## config.mk

```make
export PLATFORM = sky130hd
export DESIGN_NAME = ex_mem_stage
export DESIGN_NICKNAME = d
export VERILOG_FILES = /design/src/rtl/ex_mem_stage_pkg.sv /design/src/rtl/ex_alu.sv /design/src/rtl/ex_mem_stage.sv
export SDC_FILE = /design/constraint.sdc
export NUM_CORES = 1
export LEC_CHECK = 0
export BUFFER_PORTS_ARGS = -buffer_cell sky130_fd_sc_hd__buf_2
export CAP_MARGIN = 20
export CORE_ASPECT_RATIO = 0.8
export CORE_UTILIZATION = 50
export DETAILED_ROUTE_END_ITERATION = 8
export PLACE_DENSITY = 0.77
export SLEW_MARGIN = 20
export SYNTH_ARGS = -nofsm -noshare
export SYNTH_HDL_FRONTEND = slang
export SYNTH_HIERARCHICAL = 1
export SYNTH_SLANG_ARGS = --single-unit
```

## constraint.sdc

```tcl
create_clock -name clk -period 0.8 [get_ports clk]
set_input_delay 0.12 -clock clk [delete_from_list [all_inputs] [get_ports clk]]
set_output_delay 0.12 -clock clk [all_outputs]
set_load 0.01 [all_outputs]
```

## src/rtl/ex_mem_stage_pkg.sv

```systemverilog
// Shared encodings for the EX stage: I-type ALUOp codes, R-type func codes
// and the internal ALU-control operation set.
package ex_mem_stage_pkg;

  localparam logic [2:0] OP_ADD  = 3'b000;
  localparam logic [2:0] OP_SUB  = 3'b001;
  localparam logic [2:0] OP_OR   = 3'b010;
  localparam logic [2:0] OP_AND  = 3'b011;
  localparam logic [2:0] OP_SLT  = 3'b100;
  localparam logic [2:0] OP_SLTU = 3'b101;
  localparam logic [2:0] OP_LUI  = 3'b110;

  localparam logic [5:0] FN_ADD  = 6'b100000;
  localparam logic [5:0] FN_ADDU = 6'b100001;
  localparam logic [5:0] FN_SUB  = 6'b100010;
  localparam logic [5:0] FN_SUBU = 6'b100011;
  localparam logic [5:0] FN_AND  = 6'b100100;
  localparam logic [5:0] FN_OR   = 6'b100101;
  localparam logic [5:0] FN_XOR  = 6'b100110;
  localparam logic [5:0] FN_NOR  = 6'b100111;
  localparam logic [5:0] FN_SLT  = 6'b101010;
  localparam logic [5:0] FN_SLTU = 6'b101011;

  typedef enum logic [3:0] {
    ALU_ADD, ALU_SUB, ALU_AND, ALU_OR, ALU_XOR, ALU_NOR,
    ALU_SLT, ALU_SLTU, ALU_LUI, ALU_ZERO
  } alu_ctrl_e;

endpackage

```

## src/rtl/ex_alu.sv

```systemverilog
// Combinational EX-stage ALU. The overflow flag is raised for any signed
// ADD/SUB wrap; whether it traps is decided by the caller.
import ex_mem_stage_pkg::*;

module ex_alu #(
  parameter int DW = 32
) (
  input  logic [DW-1:0] a,
  input  logic [DW-1:0] b,
  input  logic [DW-1:0] cmp_b,
  input  alu_ctrl_e     ctrl,
  output logic [DW-1:0] result,
  output logic          zero,
  output logic          ovf
);

  logic [DW-1:0] sum;
  logic [DW-1:0] diff;

  assign sum  = a + b;
  assign diff = a - b;
  // Equality is taken against the register operand so beq ignores ALUSrc.
  assign zero = (a == cmp_b);

  always_comb begin
    result = '0;
    ovf    = 1'b0;
    case (ctrl)
      ALU_ADD: begin
        result = sum;
        ovf    = (a[DW-1] == b[DW-1]) && (sum[DW-1] != a[DW-1]);
      end
      ALU_SUB: begin
        result = diff;
        ovf    = (a[DW-1] != b[DW-1]) && (diff[DW-1] != a[DW-1]);
      end
      ALU_AND:  result = a & b;
      ALU_OR:   result = a | b;
      ALU_XOR:  result = a ^ b;
      ALU_NOR:  result = ~(a | b);
      ALU_SLT:  result = {{(DW-1){1'b0}}, ($signed(a) < $signed(b))};
      ALU_SLTU: result = {{(DW-1){1'b0}}, (a < b)};
      ALU_LUI:  result = DW'({b[15:0], 16'h0000});
      default:  result = '0;
    endcase
  end

endmodule

```

## src/rtl/ex_mem_stage.sv

```systemverilog
// EX stage plus EX/MEM pipeline register: ALU-control decode, immediate
// extension, branch/jump resolution, all latched on the falling clock edge.
import ex_mem_stage_pkg::*;

module ex_mem_stage #(
  parameter int DW = 32,
  parameter int AW = 30
) (
  input  logic          clk,
  input  logic          rst_n,
  input  logic          in_valid,
  input  logic [AW-1:0] B,
  input  logic [AW-1:0] Jtarg,
  input  logic [5:0]    func,
  input  logic [15:0]   imm16,
  input  logic [DW-1:0] busA,
  input  logic [DW-1:0] busB,
  input  logic [4:0]    Rt,
  input  logic [4:0]    Rd,
  input  logic          RegWr,
  input  logic          ALUSrc,
  input  logic          RegDst,
  input  logic          MemtoReg,
  input  logic          MemWr,
  input  logic          branch,
  input  logic          Jump,
  input  logic          ExtOp,
  input  logic          rtype,
  input  logic [2:0]    ALUOp,
  input  logic          stall,
  input  logic          flush,
  output logic          valid_out,
  output logic [DW-1:0] alu_out,
  output logic [DW-1:0] store_out,
  output logic [4:0]    Rw_out,
  output logic          RegWr_out,
  output logic          MemtoReg_out,
  output logic          MemWr_out,
  output logic          ovf_out,
  output logic          redirect_out,
  output logic [AW-1:0] target_out
);

  alu_ctrl_e     ctrl;
  logic          bad_func;
  logic          trap_en;
  logic [DW-1:0] ext_imm;
  logic [DW-1:0] op_b;
  logic [DW-1:0] alu_res;
  logic          alu_zero;
  logic          alu_ovf;
  logic          trap;
  logic          taken;
  logic [AW-1:0] target;

  always_comb begin
    ctrl     = ALU_ADD;
    bad_func = 1'b0;
    trap_en  = 1'b0;
    if (rtype) begin
      case (func)
        FN_ADD:  begin ctrl = ALU_ADD; trap_en = 1'b1; end
        FN_ADDU: ctrl = ALU_ADD;
        FN_SUB:  begin ctrl = ALU_SUB; trap_en = 1'b1; end
        FN_SUBU: ctrl = ALU_SUB;
        FN_AND:  ctrl = ALU_AND;
        FN_OR:   ctrl = ALU_OR;
        FN_XOR:  ctrl = ALU_XOR;
        FN_NOR:  ctrl = ALU_NOR;
        FN_SLT:  ctrl = ALU_SLT;
        FN_SLTU: ctrl = ALU_SLTU;
        default: begin ctrl = ALU_ZERO; bad_func = 1'b1; end
      endcase
    end else begin
      case (ALUOp)
        OP_ADD:  ctrl = ALU_ADD;
        OP_SUB:  ctrl = ALU_SUB;
        OP_OR:   ctrl = ALU_OR;
        OP_AND:  ctrl = ALU_AND;
        OP_SLT:  ctrl = ALU_SLT;
        OP_SLTU: ctrl = ALU_SLTU;
        OP_LUI:  ctrl = ALU_LUI;
        default: ctrl = ALU_ADD;
      endcase
    end
  end

  assign ext_imm = ExtOp ? {{(DW-16){imm16[15]}}, imm16} : {{(DW-16){1'b0}}, imm16};
  // LUI always takes its upper half from imm16, whatever ALUSrc says.
  assign op_b    = (ALUSrc || ctrl == ALU_LUI) ? ext_imm : busB;

  ex_alu #(.DW(DW)) u_alu (
    .a      (busA),
    .b      (op_b),
    .cmp_b  (busB),
    .ctrl   (ctrl),
    .result (alu_res),
    .zero   (alu_zero),
    .ovf    (alu_ovf)
  );

  assign trap   = trap_en & alu_ovf;
  assign taken  = Jump | (branch & alu_zero);
  assign target = Jump ? Jtarg : (B + {{(AW-16){imm16[15]}}, imm16});

  // Flush beats stall; an empty ID/EX slot loads the same bubble as a flush.
  always_ff @(negedge clk or negedge rst_n) begin
    if (!rst_n) begin
      valid_out    <= 1'b0;
      alu_out      <= '0;
      store_out    <= '0;
      Rw_out       <= '0;
      RegWr_out    <= 1'b0;
      MemtoReg_out <= 1'b0;
      MemWr_out    <= 1'b0;
      ovf_out      <= 1'b0;
      redirect_out <= 1'b0;
      target_out   <= '0;
    end else if (flush || (!stall && !in_valid)) begin
      valid_out    <= 1'b0;
      alu_out      <= '0;
      store_out    <= '0;
      Rw_out       <= '0;
      RegWr_out    <= 1'b0;
      MemtoReg_out <= 1'b0;
      MemWr_out    <= 1'b0;
      ovf_out      <= 1'b0;
      redirect_out <= 1'b0;
      target_out   <= '0;
    end else if (!stall) begin
      valid_out    <= 1'b1;
      alu_out      <= alu_res;
      store_out    <= busB;
      Rw_out       <= RegDst ? Rd : Rt;
      RegWr_out    <= RegWr & ~bad_func & ~trap;
      MemtoReg_out <= MemtoReg;
      MemWr_out    <= MemWr;
      ovf_out      <= trap;
      redirect_out <= taken;
      target_out   <= taken ? target : '0;
    end
  end

endmodule

```

==> results of run 1 <==
## per-stage QoR
step	utilization, %	instances	setup TNS, ps
after floorplan	-	1423	-186500
after CTS	89.65	2564	-246010
after global placement	78.16	2446	-242100
after detailed placement	78.16	2446	-250190
## Yosys cell counts, types with 8 or more instances
cell	number	share of area (%)
sky130_fd_sc_hd__xnor2_1	19	1.4
sky130_fd_sc_hd__mux2_2	16	1.6
sky130_fd_sc_hd__a22o_1	67	5.1
sky130_fd_sc_hd__nand3_1	13	0.56
sky130_fd_sc_hd__o31ai_1	9	0.58
sky130_fd_sc_hd__nor3_1	17	0.74
sky130_fd_sc_hd__xor2_1	47	3.6
sky130_fd_sc_hd__o211ai_1	14	0.91
sky130_fd_sc_hd__ha_1	128	14
sky130_fd_sc_hd__a221oi_1	29	2.2
sky130_fd_sc_hd__inv_1	104	3.4
sky130_fd_sc_hd__nor2b_1	18	0.97
sky130_fd_sc_hd__nor2_1	98	3.2
sky130_fd_sc_hd__buf_1	9	0.29
sky130_fd_sc_hd__nand2b_1	13	0.70
sky130_fd_sc_hd__a21oi_1	109	4.7
sky130_fd_sc_hd__clkbuf_1	72	2.3
sky130_fd_sc_hd__a22oi_1	21	1.4
sky130_fd_sc_hd__o21ai_1	11	0.48
sky130_fd_sc_hd__dfrtn_1	105	23
sky130_fd_sc_hd__a221o_1	12	1.0
sky130_fd_sc_hd__nor4_1	15	0.81
sky130_fd_sc_hd__a31oi_1	16	0.87
sky130_fd_sc_hd__a21o_1	42	2.7
sky130_fd_sc_hd__o21ai_0	100	4.3
sky130_fd_sc_hd__buf_2	10	0.43
sky130_fd_sc_hd__nand2_1	102	3.3
sky130_fd_sc_hd__nand4_1	23	1.2
sky130_fd_sc_hd__o21bai_1	17	1.1
sky130_fd_sc_hd__o21a_1	8	0.52
## per-layer routing
| layer | GRT usage [%] | GRT overflow |
|---|---|---|
| met5 | 15.11 | 0 |
| met1 | 74.89 | 0 |
| met4 | 61.62 | 1 |
| met3 | 54.54 | 1 |
| met2 | 86.46 | 2 |
## what timing repair did
action	CTS
cloned	14
pin swaps	110
resized for setup	254
setup endpoints to repair	209
setup buffers	93
## cell families after synthesis
family | Yosys count | synth area share, %
AO/OA/AOI/OAI | 556 | 34.58
AND/OR/NAND/NOR | 342 | 14.33
buffers and inverters | 200 | 6.857
adder cells (fa/ha/maj) | 131 | 14.36
flip-flops | 105 | 22.71
XOR/XNOR | 66 | 4.997
multiplexers | 23 | 2.163
==> run summary, run 1 <==
For this run, the register share of the synthesized area comes to 22.71%. The root buffer cell is sky130_fd_sc_hd__clkbuf_16. In this run the core area contains 49 standard-cell rows. The stage where the run came to a stop is global routing. The first global-routing pass estimated 122600 um of wire. Counting the buffers created by CTS gives 9. The mapped cell area came out at 11570 sq um. For this run, the leading register cell type out of synthesis is sky130_fd_sc_hd__dfrtn_1.

The count of buffers added on input and output ports is 277. The number of global-route vias before repair came out at 19750. Yosys mapped a number of flops with a built-in enable equal to 0.

The number of synthesized register bits is 105. The die height is 138.1 um. The post-synth net total is 1727. Yosys mapped the design onto 92 distinct sky130hd cell types. The proportion of synthesized flip-flops having asynchronous set or reset is 100.0%. The number of instances in the synthesized netlist is 1423. The total grt overflow is 4. The number of H-tree levels came out at 3. The pin count of the biggest net entering global routing came out at 42. The count of synthesis-stage warnings from yosys came out at 6. The setup slack at placement is -4536 ps. Counting every sink on the clock net gives 105. The starting density of the core came out at 51.28%. Pin placement for this block handled 278 I/O pins. The placed instance area is 17630 sq um. The die extent in x is 172.1 um.

Each instance of the synthesized netlist takes up on average 8.130 sq um. At the end of routability-driven placement, the weighted congestion stood at 1.068. The tool reported: "[ERROR GRT-0116] Global routing finished with congestion. Check the congestion regions in the DRC Viewer". The largest buffer count on any clock path is 2.

The number of hold buffers added after cts is 0. The sum of net half-perimeters after detailed placement came out at 46510 um. The flow did not finish. The global routing usage summed across all routing layers is 70.38%.
==> run 2: changes to the inputs <==
--- a/config.mk
+++ b/config.mk
@@ -7,10 +7,9 @@
 export LEC_CHECK = 0
 export BUFFER_PORTS_ARGS = -buffer_cell sky130_fd_sc_hd__buf_2
 export CAP_MARGIN = 20
-export CORE_ASPECT_RATIO = 0.8
-export CORE_UTILIZATION = 50
+export CORE_UTILIZATION = 35
 export DETAILED_ROUTE_END_ITERATION = 8
-export PLACE_DENSITY = 0.77
+export PLACE_DENSITY_LB_ADDON = 0.15
 export SLEW_MARGIN = 20
 export SYNTH_ARGS = -nofsm -noshare
 export SYNTH_HDL_FRONTEND = slang
==> constraint.sdc (replaced) <==
create_clock -name clk -period 1.05 [get_ports clk]
set_input_delay 0.1575 -clock clk [delete_from_list [all_inputs] [get_ports clk]]
set_output_delay 0.1575 -clock clk [all_outputs]
set_load 0.01 [all_outputs]
==> run summary, run 2 <==
The flow ran to the end, but the final reports show violations. The final reports fail on setup timing. The die extent in x came out at 183.8 um. In the final design database the tool counted 2596 nets. Sorting the synthesized cells by area gives the leading types as sky130_fd_sc_hd__dfrtn_1, sky130_fd_sc_hd__ha_1, sky130_fd_sc_hd__a22o_1. Counting instances in the post-synthesis netlist gives the leading cell types as sky130_fd_sc_hd__ha_1, sky130_fd_sc_hd__a21oi_1, sky130_fd_sc_hd__dfrtn_1, sky130_fd_sc_hd__inv_1, sky130_fd_sc_hd__nand2_1. The switching component of the power is 8.279 mW. The tree built by TritonCTS fans out to 105 sinks.

Synthesis instantiated 92 different standard cells from the library. The final non-filler cell total came out at 2742. The critical path contains buffers and inverters numbering 5 combined. The average footprint of a synthesized cell is 8.130 sq um. The post-route netlist has 54.90% of its cells at a drive strength greater than 1. The met2 layer wire length in the routed design is 29150 um. The final standard cell area without fillers came out at 21510 sq um. Leaving out fill and tap cells, the most frequent cells in the layout are sky130_fd_sc_hd__buf_4, sky130_fd_sc_hd__buf_2, sky130_fd_sc_hd__dfrtn_1. The post-synth net total is 1727.

The minimum setup slack in the final design came out at -3858 ps. The static leakage is 10.79 nW. The core footprint is 32540 sq um. Data on the critical path is required at its endpoint by 760 ps. The starting density of the core came out at 35.56%. The number of flops mapped to enable cells by yosys is 0. Setup repair after global routing could not meet its margin everywhere. Summed over all nets, the half-perimeter wirelength after detailed placement is 44650 um. The number of rows created at floorplan came out at 66. The cell internal power dissipation is 12.03 mW. The detailed-routing iteration count for the pre-antenna-repair pass is 6. The power share of the combinational group is 61.4%. Signal routing reaches up to met5. The critical path goes through buf_6, and3b_2, o211ai_1, o21ai_2, nor4b_4, nor2_4, buf_12, buf_12, mux2_4, inv_4, ha_4, nor2b_4, o21ai_2, o311a_1, o41a_1, o311ai_4, o31a_1, a311o_1, xnor2_1, o32ai_1, buf_4, nand4_1, nand4_1, nand2_1.

TritonCTS built the clock tree. The first global-routing pass estimated 90270 um of wire. The number of global-route vias before repair came out at 15290. The routed length on met3 came out at 4253 um.

The most numerous cell in the Yosys netlist is sky130_fd_sc_hd__ha_1. The DRC violation count after routing is 0. The maximum fanout along the worst path came out at 5. Detailed routing inserted a total of 15410 vias. The number of antenna violations at the first check in global routing came to 4. In this design, the largest share of critical-path delay is due to compound AO/OA/AOI/OAI gates. The via density per instance is 5.619. The largest buffer count on any clock path is 2. Setup violations remaining at the end of the flow were counted as 209. The post-synthesis sequential area ratio is 22.71%. The number of instances in the synthesized netlist is 1423.

The number of buffers created by CTS came out at 9. The root buffer cell is sky130_fd_sc_hd__clkbuf_16. The total overflow left after global routing is 0. The tightest slew margin relative to the limit came out at 54.59%.

In the final layout, the registers with the most flip-flops are alu_out x32, store_out x32, target_out x30. The maximum resistive drop on vdd came out at 0.8327 mV. The area share of the leading cell type in the synthesized netlist came out at 22.71%. The final-report hold violation count is 0. The average wire per standard cell came out at 22.57 um. Across the run, the number of max-cap violations was 0. For this design, the slowest cell found on the critical path is sky130_fd_sc_hd__o41a_1. The count of port buffers added during placement is 277. The number of DRC markers in iteration 0 came out at 1178.

The cell count after placement came out at 2582. The library cell used most frequently in the layout, excluding fill and tap cells, is sky130_fd_sc_hd__buf_4. The proportion of synthesized flip-flops having asynchronous set or reset is 100.0%. Summing all placed instances gives a cell area of 17820 sq um. The clock insertion delay at the later pin of the skew report is 380 ps. The number of max-slew violations in the final report is 0. The clock transition at the registers of the reported paths came out at 60 ps. The final layout contains routed wiring with a total length of 61880 um.

The count of synthesis-stage warnings from yosys is 6. In this run, post-CTS hold repair placed 0 buffers. The die covers 33780 sq um. The remaining number of nets flagged by the antenna check after routing is 0. The worst setup path is launched from an input port.

The longest individual stage delay on the worst path came out at 380 ps. Global routing used 35.61% of the available tracks across all layers. The routed length on met1 came out at 25260 um. Compared with the post-synthesis result, the final layout area differs by 85.96%. At the worst endpoint, the arrival time is 4620 ps. The slew of the pin with the lowest slew margin came out at 678.7 ps. The mapped cell area came out at 11570 sq um.

The clock share of power came out at 17.0%. Net switching is 40.76% of the power. The type of element capturing the critical path is a flop.

The number of H-tree levels is 3. The post-route clock skew came out at 0 ps. The most used flip-flop cell after synthesis is sky130_fd_sc_hd__dfrtn_1. Routability-driven placement finished with a final weighted congestion of 1.047. The top-level I/O count is 278.

In this run the worst hold path is classified as in -> async. The number of synthesized register bits is 105. Entering global routing, the biggest net connects 38 pins. The power per cell area came out at 944.2 nW/um^2. The share of total power in sequential cells came out at 21.6%. The top cell type by total area after synthesis is sky130_fd_sc_hd__dfrtn_1. The floorplan step set the die height to 183.8 um.

The critical path is of the in -> reg type.
run 2: layout make-up:
class	count	area (sq um)
fillers	2729	11020
multi-input cells	1118	10050
repair buffers	953	7599
flip-flops and latches	105	2628
well taps	442	553.0
inverters	105	409.1
clock buffers	10	229.0
clock inverters	6	35.03
diodes	3	7.507
run 2: path summary, 6_finish.rpt:
check / slack, ps / end / cells after the start / startpoint
max: -3860 / RegWr_out / 24 / func[3]
min: 200 / store_out[16] / 2 / rst_n
max reg2reg: -50 / alu_out[21] / 4 / alu_out[21]
min reg2reg: 420 / RegWr_out / 2 / RegWr_out
max in group asynchronous: 570 / redirect_out / 2 / rst_n
min in group clk: 410 / MemtoReg_out / 2 / MemtoReg
run 2: layer usage:
metal  vias up  GRT usage, %
li1       7035             -
met1      7503         44.28
met2       715         59.27
met3       153         5.547
met4         2         18.60
met5         -             0
run 2: through the flow:
step	worst slack (ps)	TNS (ps)	power (mW)	utilization (%)	hold slack, ps
final	-3858	-226310	20.31	66.12	199.1
after global routing	-3969	-235550	21.22	66.12	212.0
after CTS	-3860	-226100	19.32	62.99	199.8
after detailed placement	-4381	-230920	14.27	54.76	415.4
after global placement	-4353	-227130	14.22	54.76	421.1
after floorplan	-3652	-168210	9.311	-	278.3
run 2: power groups by stage:
stage                     clock network, mW  registers [mW]  logic (mW)
after global routing                   3.62            4.40        13.2
after global placement                    0            4.44        9.79
final                                  3.45            4.38        12.5
after CTS                              3.50            4.37        11.5
after detailed placement                  0            4.44        9.84
after floorplan                           0            4.51        4.80
run 2: cells by family (layout without fill, tap and decap cells):
logic type,Yosys count,in the layout,share of synthesized area [%]
simple gates,342,342,14.33
xor+xnor,66,66,4.997
fa+ha+maj,131,131,14.36
other cells,0,3,0
flops,105,105,22.71
buf+inv,200,1074,6.857
mux,23,23,2.163
compound gates,556,556,34.58
run 2: what timing repair did:
| item | 4_1_cts | 5_1_grt |
|---|---|---|
| endpoints found under the hold margin | 0 | 0 |
| setup buffers | 77 | 59 |
| setup endpoints to repair | 209 | 209 |
| gates cloned | 18 | 4 |
| pin swaps | 130 | 125 |
| gates resized for setup | 282 | 156 |
Power figures use the tool's default switching activity.
==> run 3: changes to the inputs <==
--- a/config.mk
+++ b/config.mk
@@ -10,6 +10,7 @@
 export CORE_UTILIZATION = 35
 export DETAILED_ROUTE_END_ITERATION = 8
 export PLACE_DENSITY_LB_ADDON = 0.15
+export SETUP_SLACK_MARGIN = 0.3
 export SLEW_MARGIN = 20
 export SYNTH_ARGS = -nofsm -noshare
 export SYNTH_HDL_FRONTEND = slang
==> run summary, run 3 (synthesis results as in run 2) <==
The final-report hold violation count is 0. The tree is rooted in a sky130_fd_sc_hd__clkbuf_16. Summing over every cut layer, the via total after detailed routing is 14950. The number of fill cells in the layout came out at 2715. Measured along the x axis, the die boundary spans 183.8 um. The number of global-route vias before repair was 14590.

After routing, the total negative slack on setup checks comes to -231740 ps. Data on the critical path is required at its endpoint by 760 ps. The final-report setup violation count is 209. The weighted congestion reported at the end of routability-driven placement is 1.035.

The total overflow left after global routing is 0. Hold is met by 139.8 ps. The sum of net half-perimeters after detailed placement came out at 44420 um. The average wire per standard cell is 21.61 um.

The static leakage came out at 10.62 nW. The final reports fail on setup timing. The number of rows created at floorplan came out at 66. The maximum resistive drop on vdd came out at 0.9461 mV. The clock sink count is 105. The number of H-tree levels came out at 3.

The met2 usage came out at 56.14%. The number of buffers created by CTS came out at 9. The cell with the biggest individual delay on the critical path is sky130_fd_sc_hd__a2111o_1. The worst pin sits at a relative slew slack of 58.32%. The switching component of the power is 8.242 mW. The clock share of power came out at 19.2%. The detail route stage leaves a number of antenna-violating nets equal to 0. The maximum fanout along the worst path came out at 5. Global routing used 4.398% of the available met3 tracks.

The die height is 183.8 um. The slew of the pin with the lowest slew margin is 625.1 ps. The area growth from synthesis to layout is 84.66%. In the layout the commonest cells are sky130_fd_sc_hd__buf_4, sky130_fd_sc_hd__buf_2, sky130_fd_sc_hd__dfrtn_1. The arrival time reported for the critical path endpoint is 4710 ps. The wire length of the first global-routing pass is 84490 um.

The detailed-routing iteration count for the pre-antenna-repair pass came out at 5. The clock transition at the registers of the reported paths is 50 ps. The aggregate routed wire length is 58810 um. The type of element capturing the critical path is a flop.

The power share of the combinational group is 59.8%. The power per cell area came out at 977.9 nW/um^2. The number of hold buffers added after cts came out at 0. The global-route met1 utilization is 42.13%. The worst setup path is launched from an input port. Summing all placed instances gives a cell area of 17880 sq um. After layout, the worst setup slack is -3951 ps. The via density per instance came out at 5.492. The most common cell after layout, fill and taps aside is sky130_fd_sc_hd__buf_4.

The number of DRC markers in iteration 0 is 1041. Entering global routing, the biggest net connects 59 pins. The flow ran to the end, but the final reports show violations.

The share of total power in sequential cells is 20.9%. For the worst-skew pair, the clock arrives at the later sink with an insertion delay of 380 ps. The number of max-slew violations in the final report came out at 0.

The cell internal power dissipation came out at 12.65 mW. The area of the die is 33780 sq um. The global routing usage summed across all routing layers came out at 32.99%. The share of cells above drive strength 1 is 54.57%. The number of nets in the finished design is 2577. The worst setup path is of the in -> reg kind.

Once layout is complete, the utilization of the core stands at 65.66%. The largest buffer count on any clock path is 2. The count of port buffers added during placement came out at 277.

The signal on the critical path passes through buf_8, buf_6, or3_4, o21ai_4, a31oi_4, nor4b_4, nor2_4, buf_12, buf_16, mux2_4, inv_4, buf_6, ha_4, buf_6, a211oi_4, o21ai_2, o21a_1, a2111o_1, a31oi_4, o21ai_2, a2111o_1, a21oi_2, o2bb2ai_2, a22o_1. TritonCTS built the clock tree. Across the run, the number of max-cap violations was 0. The final standard cell area without fillers is 21360 sq um. For this run, design rule violations remaining after detail routing come to 0. The post-route clock skew came out at 0 ps. The longest individual stage delay on the worst path is 480 ps.

Setup repair after global routing could not meet its margin everywhere. Net switching is 39.45% of the power. Among the stages of the critical path, the cell type that occurs most often is sky130_fd_sc_hd__buf_6. During I/O placement, the number of pins put on the boundary was 278. The core region is 32540 sq um.

In this run the most used layer during global routing was met2. The largest registers in the layout are alu_out x32, store_out x32, target_out x30. The starting density of the core came out at 35.56%. The design draws 20.89 mW.

The number of antenna violations at the first check in global routing was 2. The class of the worst hold path is in -> async.
==> run 3: metrics by stage <==
stage	instances	setup slack (ps)
after floorplan	1423	-3652
after global placement	2587	-4559
after detailed placement	2587	-4625
after CTS	2645	-3901
after global routing	2722	-4103
final	2722	-3951
==> run 3: timing repair <==
item	4_1_cts	5_1_grt
pin swaps	103	110
setup endpoints to repair	210	210
buffers inserted	37	67
gates cloned	5	8
resized for setup	228	188
==> run 3: metal layers <==
layer | routed length [um] | up-vias
met2 | 28290 | 592
met3 | 3562 | 103
met1 | 24940 | 7272
li1 | - | 6983
met5 | 0 | -
met4 | 2017 | 0
==> run 3: critical path, delay by kind of cell <==
family	cells	cell delay [ps]
compound gates	12	2500
fa+ha+maj	1	210
buf+inv	7	770
mux	1	320
simple gates	3	730
==> run 3: power by group through the flow <==
stage,combinational (mW),clock (mW),sequential (mW)
after floorplan,4.80,0,4.51
after global placement,9.85,0,4.43
after detailed placement,9.89,0,4.43
after CTS,11.1,4.08,4.36
after global routing,13.3,4.19,4.39
final,12.5,4.02,4.37
==> run 3: path summary, 6_finish.rpt <==
kind                        startpoint              to  slack, ps  cells past startpoint
hold / removal                   rst_n  target_out[16]        140                      2
setup reg to reg           alu_out[31]     alu_out[31]         50                      3
setup / recovery               func[3]     alu_out[30]      -3950                     24
hold reg to reg              RegWr_out       RegWr_out        410                      2
max in group asynchronous        rst_n      alu_out[0]        560                      3
min in group clk              MemtoReg    MemtoReg_out        400                      2
==> run 3: cell type report <==
class	instances	area [sq um]	share of cell area, %
Clock inverter	6	90.09	0.4217
Antenna cell	2	5.005	0.02343
Timing Repair Buffer	934	7295	34.15
Tap cell	442	553.0	2.589
Sequential cell	105	2628	12.30
Inverter	105	406.6	1.903
Clock buffer	10	239.0	1.119
Multi-Input combinational cell	1118	10150	47.50
